<file path="src/rtl/wb_bus_ctrl.sv">
// Wishbone shared-bus controller. Round-robin arbitration on CYC, a grant
// that is held for the whole bus cycle, top-nibble slave decode, response
// routing back to the owner, and ERR termination of stalled or unmapped
// strobes.
module wb_bus_ctrl #(
    parameter int MASTERS    = 2,
    parameter int SLAVES     = 4,
    parameter int ADDR_WIDTH = 32,
    parameter int TIMEOUT    = 255
) (
    input  logic                          clk,
    input  logic                          rst,
    input  logic [MASTERS-1:0]            m_cyc,
    input  logic [MASTERS-1:0]            m_stb,
    input  logic [MASTERS*ADDR_WIDTH-1:0] m_adr,
    output logic [MASTERS-1:0]            grant,
    output logic                          grant_valid,
    output logic [SLAVES-1:0]             s_stb,
    input  logic [SLAVES-1:0]             s_ack,
    input  logic [SLAVES-1:0]             s_err,
    input  logic [SLAVES-1:0]             s_rty,
    output logic [MASTERS-1:0]            m_ack,
    output logic [MASTERS-1:0]            m_err,
    output logic [MASTERS-1:0]            m_rty
);

    localparam int OW = (MASTERS > 1) ? $clog2(MASTERS) : 1;

    typedef enum logic [1:0] {IDLE, OWN, ERR} state_t;

    state_t          state, state_nxt;
    logic [OW-1:0]   owner, owner_nxt;
    logic [OW-1:0]   rr_ptr, rr_ptr_nxt;
    logic [7:0]      wdog, wdog_nxt;

    // Owner-side view of the bus and the decoded slave
    logic [MASTERS-1:0] owner_onehot;
    logic               owner_cyc;
    logic               owner_stb;
    logic [3:0]         idx;
    logic               miss;
    logic [SLAVES-1:0]  slave_hit;
    logic               sel_ack, sel_err, sel_rty;
    logic               strobe_ok;
    logic               resp_any;
    int                 best_dist;

    // Only the top nibble selects a slave; the rest of the address is for the slaves.
    logic unused_adr_bits;
    assign unused_adr_bits = ^m_adr;

    // Distance of master m from the round-robin pointer, counting upward with wrap.
    function automatic int rr_dist(input int m, input logic [OW-1:0] ptr);
        int d;
        d = m - int'(ptr);
        if (d < 0) d = d + MASTERS;
        return d;
    endfunction

    // Pointer value that follows the current owner, wrapping at MASTERS.
    function automatic logic [OW-1:0] after_owner(input logic [OW-1:0] g);
        return (g == OW'(MASTERS - 1)) ? '0 : g + OW'(1);
    endfunction

    // Select the owner's CYC/STB/address nibble and the addressed slave's responses.
    always_comb begin
        // NOTE: every signal driven here gets a default first, so no path can infer a latch.
        owner_onehot = '0;
        owner_cyc    = 1'b0;
        owner_stb    = 1'b0;
        idx          = '0;
        for (int m = 0; m < MASTERS; m++) begin
            if (owner == OW'(m)) begin
                owner_onehot[m] = 1'b1;
                owner_cyc       = m_cyc[m];
                owner_stb       = m_stb[m];
                idx             = m_adr[m*ADDR_WIDTH + ADDR_WIDTH - 4 +: 4];
            end
        end
        miss      = ({1'b0, idx} >= 5'(SLAVES));
        slave_hit = '0;
        sel_ack   = 1'b0;
        sel_err   = 1'b0;
        sel_rty   = 1'b0;
        for (int s = 0; s < SLAVES; s++) begin
            if (idx == 4'(s)) begin
                slave_hit[s] = 1'b1;
                sel_ack      = s_ack[s];
                sel_err      = s_err[s];
                sel_rty      = s_rty[s];
            end
        end
        strobe_ok = owner_stb & ~miss;
        resp_any  = sel_ack | sel_err | sel_rty;
    end

    // Next-state, arbitration, watchdog and output decode.
    always_comb begin
        state_nxt   = state;
        owner_nxt   = owner;
        rr_ptr_nxt  = rr_ptr;
        wdog_nxt    = '0;
        best_dist   = MASTERS;
        grant       = '0;
        grant_valid = 1'b0;
        s_stb       = '0;
        m_ack       = '0;
        m_err       = '0;
        m_rty       = '0;
        case (state)
            IDLE: begin
                // Requester closest to rr_ptr (upward, wrapping) wins.
                for (int m = 0; m < MASTERS; m++) begin
                    if (m_cyc[m] && (rr_dist(m, rr_ptr) < best_dist)) begin
                        best_dist = rr_dist(m, rr_ptr);
                        owner_nxt = OW'(m);
                    end
                end
                if (best_dist < MASTERS) state_nxt = OWN;
            end
            OWN: begin
                grant       = owner_onehot;
                grant_valid = 1'b1;
                if (strobe_ok) begin
                    s_stb = slave_hit;
                    m_ack = owner_onehot & {MASTERS{sel_ack}};
                    m_err = owner_onehot & {MASTERS{sel_err}};
                    m_rty = owner_onehot & {MASTERS{sel_rty}};
                end
                if (!owner_cyc) begin
                    state_nxt  = IDLE;
                    rr_ptr_nxt = after_owner(owner);
                end else if (owner_stb && miss) begin
                    state_nxt = ERR;
                end else if (strobe_ok && !resp_any) begin
                    if (wdog == 8'(TIMEOUT - 1)) state_nxt = ERR;
                    else                         wdog_nxt  = wdog + 8'd1;
                end
            end
            ERR: begin
                grant       = owner_onehot;
                grant_valid = 1'b1;
                m_err       = owner_onehot;
                if (owner_cyc) begin
                    state_nxt = OWN;
                end else begin
                    state_nxt  = IDLE;
                    rr_ptr_nxt = after_owner(owner);
                end
            end
            default: state_nxt = IDLE;
        endcase
    end

    // State, owner, round-robin pointer and watchdog registers.
    always_ff @(posedge clk) begin
        // NOTE: sequential state uses non-blocking assignments so every register samples pre-edge values.
        if (rst) begin
            state  <= IDLE;
            owner  <= '0;
            rr_ptr <= '0;
            wdog   <= '0;
        end else begin
            state  <= state_nxt;
            owner  <= owner_nxt;
            rr_ptr <= rr_ptr_nxt;
            wdog   <= wdog_nxt;
        end
    end

endmodule

</file>
<file path="config.mk">
export PLATFORM = sky130hd
export DESIGN_NAME = wb_bus_ctrl
export DESIGN_NICKNAME = d
export VERILOG_FILES = /design/src/rtl/wb_bus_ctrl.sv
export SDC_FILE = /design/constraint.sdc
export NUM_CORES = 1
export LEC_CHECK = 0
export ABC_CLOCK_PERIOD_IN_PS = 2200
export CAP_MARGIN = 0
export CORE_MARGIN = 10
export CORE_UTILIZATION = 26
export DETAILED_ROUTE_END_ITERATION = 6
export GPL_TIMING_DRIVEN = 0
export PLACE_DENSITY_LB_ADDON = 0.1
export RECOVER_POWER = 100
export SYNTH_ARGS = -nofsm -noshare
export SYNTH_HDL_FRONTEND = slang
export SYNTH_SLANG_ARGS = --single-unit
</file>
<file path="constraint.sdc">
create_clock -name clk -period 2.2 [get_ports clk]
set_input_delay 0.55 -clock clk [delete_from_list [all_inputs] [get_ports clk]]
set_output_delay 0.55 -clock clk [all_outputs]
set_load 0.02 [all_outputs]
</file>
Yosys cells after proc, flatten, opt, wreduce, memory -nomap -nowiden
Cells that the tools add are included.
{ "op_classes": {"n_addsub": 6, "order_cmp": 6, "n_eq_ne": 9, "muxes": 49, "bitwise_logic": 10, "reduce_logical": 13} }
{ "ops": {"columns": ["cell", "count"], "rows": [
  ["32-bit 2-to-1 mux", 8],
  ["32-bit by 3-bit less-than comparator with 1-bit output, second input constant", 2],
  ["32-bit less-than comparator", 1],
  ["1-bit 2-to-1 mux", 25],
  ["2-bit 2-to-1 mux", 11],
  ["4-bit 2-to-1 mux", 3],
  ["2-bit by 3-bit adder with 4-bit output, second input constant", 2],
  ["8-bit by 1-bit adder with 8-bit output, second input constant", 1],
  ["4-bit by 2-bit equality test with 1-bit output, second input constant", 2],
  ["8-bit equality test, second input constant", 1],
  ["4-bit inequality test, second input constant", 2],
  ["2-bit AND", 3],
  ["2-bit case mux with 3 select lines", 1],
  ["6-bit OR reduction", 1],
  ["4-bit by 1-bit equality test with 1-bit output, second input constant", 1],
  ["4-bit by 3-bit greater-or-equal comparator with 1-bit output, second input constant", 1],
  ["1-bit logical AND", 4],
  ["4-bit zero test", 1],
  ["2-bit by 1-bit less-than comparator with 1-bit output, second input constant", 2],
  ["1-bit inverter", 4],
  ["2-bit case mux with 2 select lines", 1],
  ["2-bit AND reduction", 2],
  ["1-bit by 1-bit subtractor with 2-bit output, first input constant", 2],
  ["3-bit AND reduction", 1],
  ["10 further kinds", 11]
]} }
{ "totals": {"ff_bits": 12, "output_inout_bits": 13, "wordCells": 97} }

Longest topological paths before layout
{ "depth": {"depth_word": 15, "depth_mapped": 7} }

Worst setup path after synthesis
OpenSTA, ideal clock, no wires.
{ "synth_path": {"kind": "input to output", "start": "in m_stb[0]", "end": "out s_stb[1]", "t_arrival_ns": 1.790, "required_time_ns": 1.650, "path_slack_ns": -0.140, "path_stages": 4, "path_cell_list": "nand2b_1 o31ai_1 nand2_1 nor3b_1"} }
{ "synth_via": {"elab_chain_cells": 4} }
{ "synth_lines": {"columns": ["element", "line_no", "text"], "rows": [
  ["start: declaration", "14", "input logic [MASTERS-1:0] m_stb,"],
  ["1-bit 2-to-1 mux", "73", "if (owner == OW'(m)) begin"],
  ["1-bit AND", "93", "strobe_ok = owner_stb & ~miss;"],
  ["4-bit 2-to-1 mux", "124", "if (strobe_ok) begin"],
  ["4-bit 2-to-1 mux", "110", "case (state)"],
  ["end: declaration", "18", "output logic [SLAVES-1:0] s_stb,"]
]} }
No other way between the ends.

Worst setup path in the final report
{ "layout_path": {"start": "in m_adr[60]", "end": "out m_err[1]"} }
{ "layout_via": {"elab_chain_cells": 9} }
{ "layout_lines": {"columns": ["element", "line_no", "text"], "rows": [
  ["start: declaration", "15", "input logic [MASTERS*ADDR_WIDTH-1:0] m_adr,"],
  ["4-bit 2-to-1 mux (*)", "73", null],
  ["4-bit zero test", "86", "if (idx == 4'(s)) begin"],
  ["1-bit 2-to-1 mux (4 in series)", "86", null],
  ["2-bit AND", "127", "m_err = owner_onehot & {MASTERS{sel_err}};"],
  ["2-bit 2-to-1 mux (*)", "124", null],
  ["2-bit case mux with 2 select lines (*)", "110", null],
  ["end: declaration", "23", "output logic [MASTERS-1:0] m_err,"]
]} }
Mark *: on every way between the ends. The rest lies on a longest branch, timed or not.

==> flow_metrics.env <==
export IMPL_crit_slowest_cell="mux4_2"
export IMPL_cp_end_kind="output pin"
export IMPL_portBuffers=38
export IMPL_pin_count=95
export IMPL_p_leak_nw=0.6646
export IMPL_htreeDepth=1
export IMPL_core_area_um2=3416
export IMPL_synthCells=104
export IMPL_ys_async_sr_fraction=0
export IMPL_drc_errors=0
export IMPL_hold_path_class="reg2reg"
export IMPL_synth_area_leaders="dfxtp_1 26%, nor3_1 8.6%, ha_1 8.0%"
export IMPL_post_route_period_util=1.169
export IMPL_synth_flop_cell="dfxtp_1"
export IMPL_setup_violations_final=12
export IMPL_synth_edf_count=0
export IMPL_grt_pass1_wl_mm=4.912
export IMPL_drv_slew=0
export IMPL_outcome="finished, violations left"
export IMPL_area_growth_synth_to_final_pct=72.56
export IMPL_first_pass_iters=4
export IMPL_yosysSeqAreaShare=0.2570
export IMPL_hpwl_mm=2.298
export IMPL_whs_path_depth=2
export IMPL_clock_fmax_mhz=389.0
export IMPL_clock_skew_ns=0.001909
export IMPL_ctsLongestPathBuffers=2
export IMPL_die_area_um2=6393
export IMPL_hp_start="rr_ptr"
export IMPL_period_needed_ns=2.571
export IMPL_powerDensity_nw_per_um2=516.1
export IMPL_gp_congestion=0.7369
export IMPL_clock_latency_ns=0.27
export IMPL_die_h_um=79.96
export IMPL_ctsRootBufferMaster="clkbuf_4"
export IMPL_grt_pass1_vias=1041
export IMPL_rsz0062_at_grt="true"
export IMPL_hold_viol=0
export IMPL_grt_overflow_total=0
export IMPL_nets=248
export IMPL_die_w_um=79.96
export IMPL_drive_above_1_share=0.3291
export IMPL_slowest_delay_ns=0.52
export IMPL_wire_per_inst_um=14.42
export IMPL_grt_max_degree=11
export IMPL_worstMarginPinSlew_ns=0.3413
export IMPL_syn_nets=192
export IMPL_cap_violations=0
export IMPL_synth_seq_cells=12
export IMPL_antenna_found_initial=0
export IMPL_diodes=0
export IMPL_setup_ws_ns=-0.3710
export IMPL_path_max_fanout=2
export IMPL_timing_rr_start="owner"
export IMPL_hold_buffers=0
export IMPL_yosysTopAreaCell="dfxtp_1"
export IMPL_cp_required_ns=1.65
export IMPL_yosysMostFrequentCell="nor3_1"
export IMPL_critical_path_buf_inv_count=3
export IMPL_ys_warn_count=0
export IMPL_worstPathArrival_ns=2.02
export IMPL_clkTransAtPathRegs_ns=0.07
export IMPL_ff2ff_setup_slack_ns=-0.09
export IMPL_initial_core_util=0.2736
export IMPL_synth_distinct_cells=37
export IMPL_avgViaCountPerCell=4.784
export IMPL_cts_made_buffers=3
export IMPL_violations="setup timing"
export IMPL_grt_use_total=0.09394
export IMPL_vias=976
export IMPL_p_total_uw=832.3
export IMPL_worst_setup_path_type="in2out"
export IMPL_synth_area_um2=934.6
export IMPL_num_rows=21
export IMPL_max_slew_margin_rel=0.7725
export IMPL_syn_area_per_cell_um2=8.987
export IMPL_r2r_end="state[0]"
export IMPL_detail_route_antenna_nets=0
export IMPL_design_area_um2=1613
export IMPL_holdWs_ns=0.4986
export IMPL_place_area_um2=1386
export IMPL_synth_top_cell_area_share=0.2570
export IMPL_fillCellCount=359
export IMPL_crit_chain="clkdlybuf4s15_1 -> mux2i_4 -> buf_6 -> mux4_2 -> a31oi_4 -> nor2b_1 -> buf_4"
export IMPL_ys_top_cells_by_count="16 x nor3_1, 12 x dfxtp_1, 8 x nor2_1"
export IMPL_drt_iter0_drc=57
export IMPL_cts_tree="done"
export IMPL_critPathTopFamily="multiplexers"
export IMPL_vdd_drop_max_uv=145.7
export IMPL_cts_sinks=12
export IMPL_routed_wl_mm=2.941
export IMPL_cp_start_kind="input port"
export IMPL_worstHoldEndpoint="rr_ptr"
export IMPL_r2r_cells=7
==> cell families after synthesis <==
logic type	Yosys count	share of synthesized area
simple gates	54	0.3133
flops	12	0.2570
compound gates	10	0.08302
mux	9	0.1740
buf+inv	7	0.03613
xor+xnor	6	0.05622
fa+ha+maj	6	0.08032
==> where the power goes <==
group | switching (mW) | internal [mW]
clock network | 0.0702 | 0.0633
registers | 0.0163 | 0.236
logic | 0.214 | 0.233
==> per-stage QoR <==
| stage | setup slack (ns) | TNS, ns | cells | utilization |
|---|---|---|---|---|
| 2_1_floorplan | -0.1403 | -0.7047 | 104 | - |
| 3_3_place_gp | -1.249 | -14.62 | 188 | 0.4059 |
| 3_5_place_dp | -1.269 | -14.69 | 188 | 0.4059 |
| 4_1_cts | -0.4206 | -3.217 | 204 | 0.4538 |
| 5_1_grt | -0.4311 | -3.304 | 204 | 0.4722 |
| 6_report | -0.3710 | -2.477 | 204 | 0.4722 |
==> cell usage in the layout (no fill, tap or decap), drive strengths merged, types with 2 or more instances in the layout <==
cell type,synthesis,final
dlymetal6s2s,0,4
xor2,5,5
nand3,5,5
inv,4,4
nand2,5,5
nor2,8,8
mux4,4,4
and3,4,4
nor3,16,16
mux2,2,2
nand2b,3,3
ha,6,6
clkdlybuf4s50,0,14
nor3b,5,5
dfxtp,12,12
and2,2,2
nand4,2,2
a21oi,2,2
clkbuf,1,5
dlygate4sd2,0,6
mux2i,3,3
buf,2,25
a32oi,2,2
clkdlybuf4s15,0,2
==> worst reg2reg max path, cell delays in order, from the launching register on <==
cell and delay [ns]:
dfxtp_4 0.38, buf_4 0.16, mux2i_4 0.31, buf_6 0.14, buf_6 0.08, mux4_2 0.53
a32oi_2 0.25, mux2_4 0.32
==> layout make-up <==
cell class,count,area (um^2),area share
Clock buffer,3,22.52,0.01396
Sequential cell,12,244.0,0.1513
Timing Repair Buffer,53,495.5,0.3072
Multi-Input combinational cell,85,770.7,0.4779
Buffer,1,7.507,0.004655
Tap cell,46,57.56,0.03569
Inverter,4,15.01,0.009310
==> state kept, by name, summed over array words and instances, names as in the netlist <==
register,count
owner,1
rr_ptr,1
wdog,8
state,2
==> how the worst max path moves through the flow <==
stage               from        to  cells after the start  slack, ns
2_1_floorplan   m_stb[0]  s_stb[1]                      4      -0.14
3_3_place_gp    m_stb[0]  s_stb[1]                      6      -1.25
3_5_place_dp    m_stb[0]  s_stb[1]                      6      -1.27
4_1_cts            owner  m_err[1]                      7      -0.42
5_1_grt            owner  m_err[1]                      6      -0.43
6_report       m_adr[60]  m_err[1]                      7      -0.37
==> metal layers <==
| metal | vias to the layer above | GRT usage | wire (um) |
|---|---|---|---|
| met2 | 22 | 0.1685 | 1492 |
| met1 | 448 | 0.1029 | 1248 |
| met4 | 0 | 0.02641 | 42 |
| met3 | 4 | 0.02928 | 157 |
| met5 | - | 0 | 0 |
| li1 | 502 | - | - |
==> timing repair <==
| item | 4_1_cts | 5_1_grt |
|---|---|---|
| buffers inserted | 13 | 2 |
| endpoints found under the hold margin | 0 | 0 |
| endpoints found under the setup margin | 14 | 22 |
| pin swaps | 7 | 5 |
| resized for setup | 78 | 21 |
No activity file was read; power rests on OpenSTA's default activity.
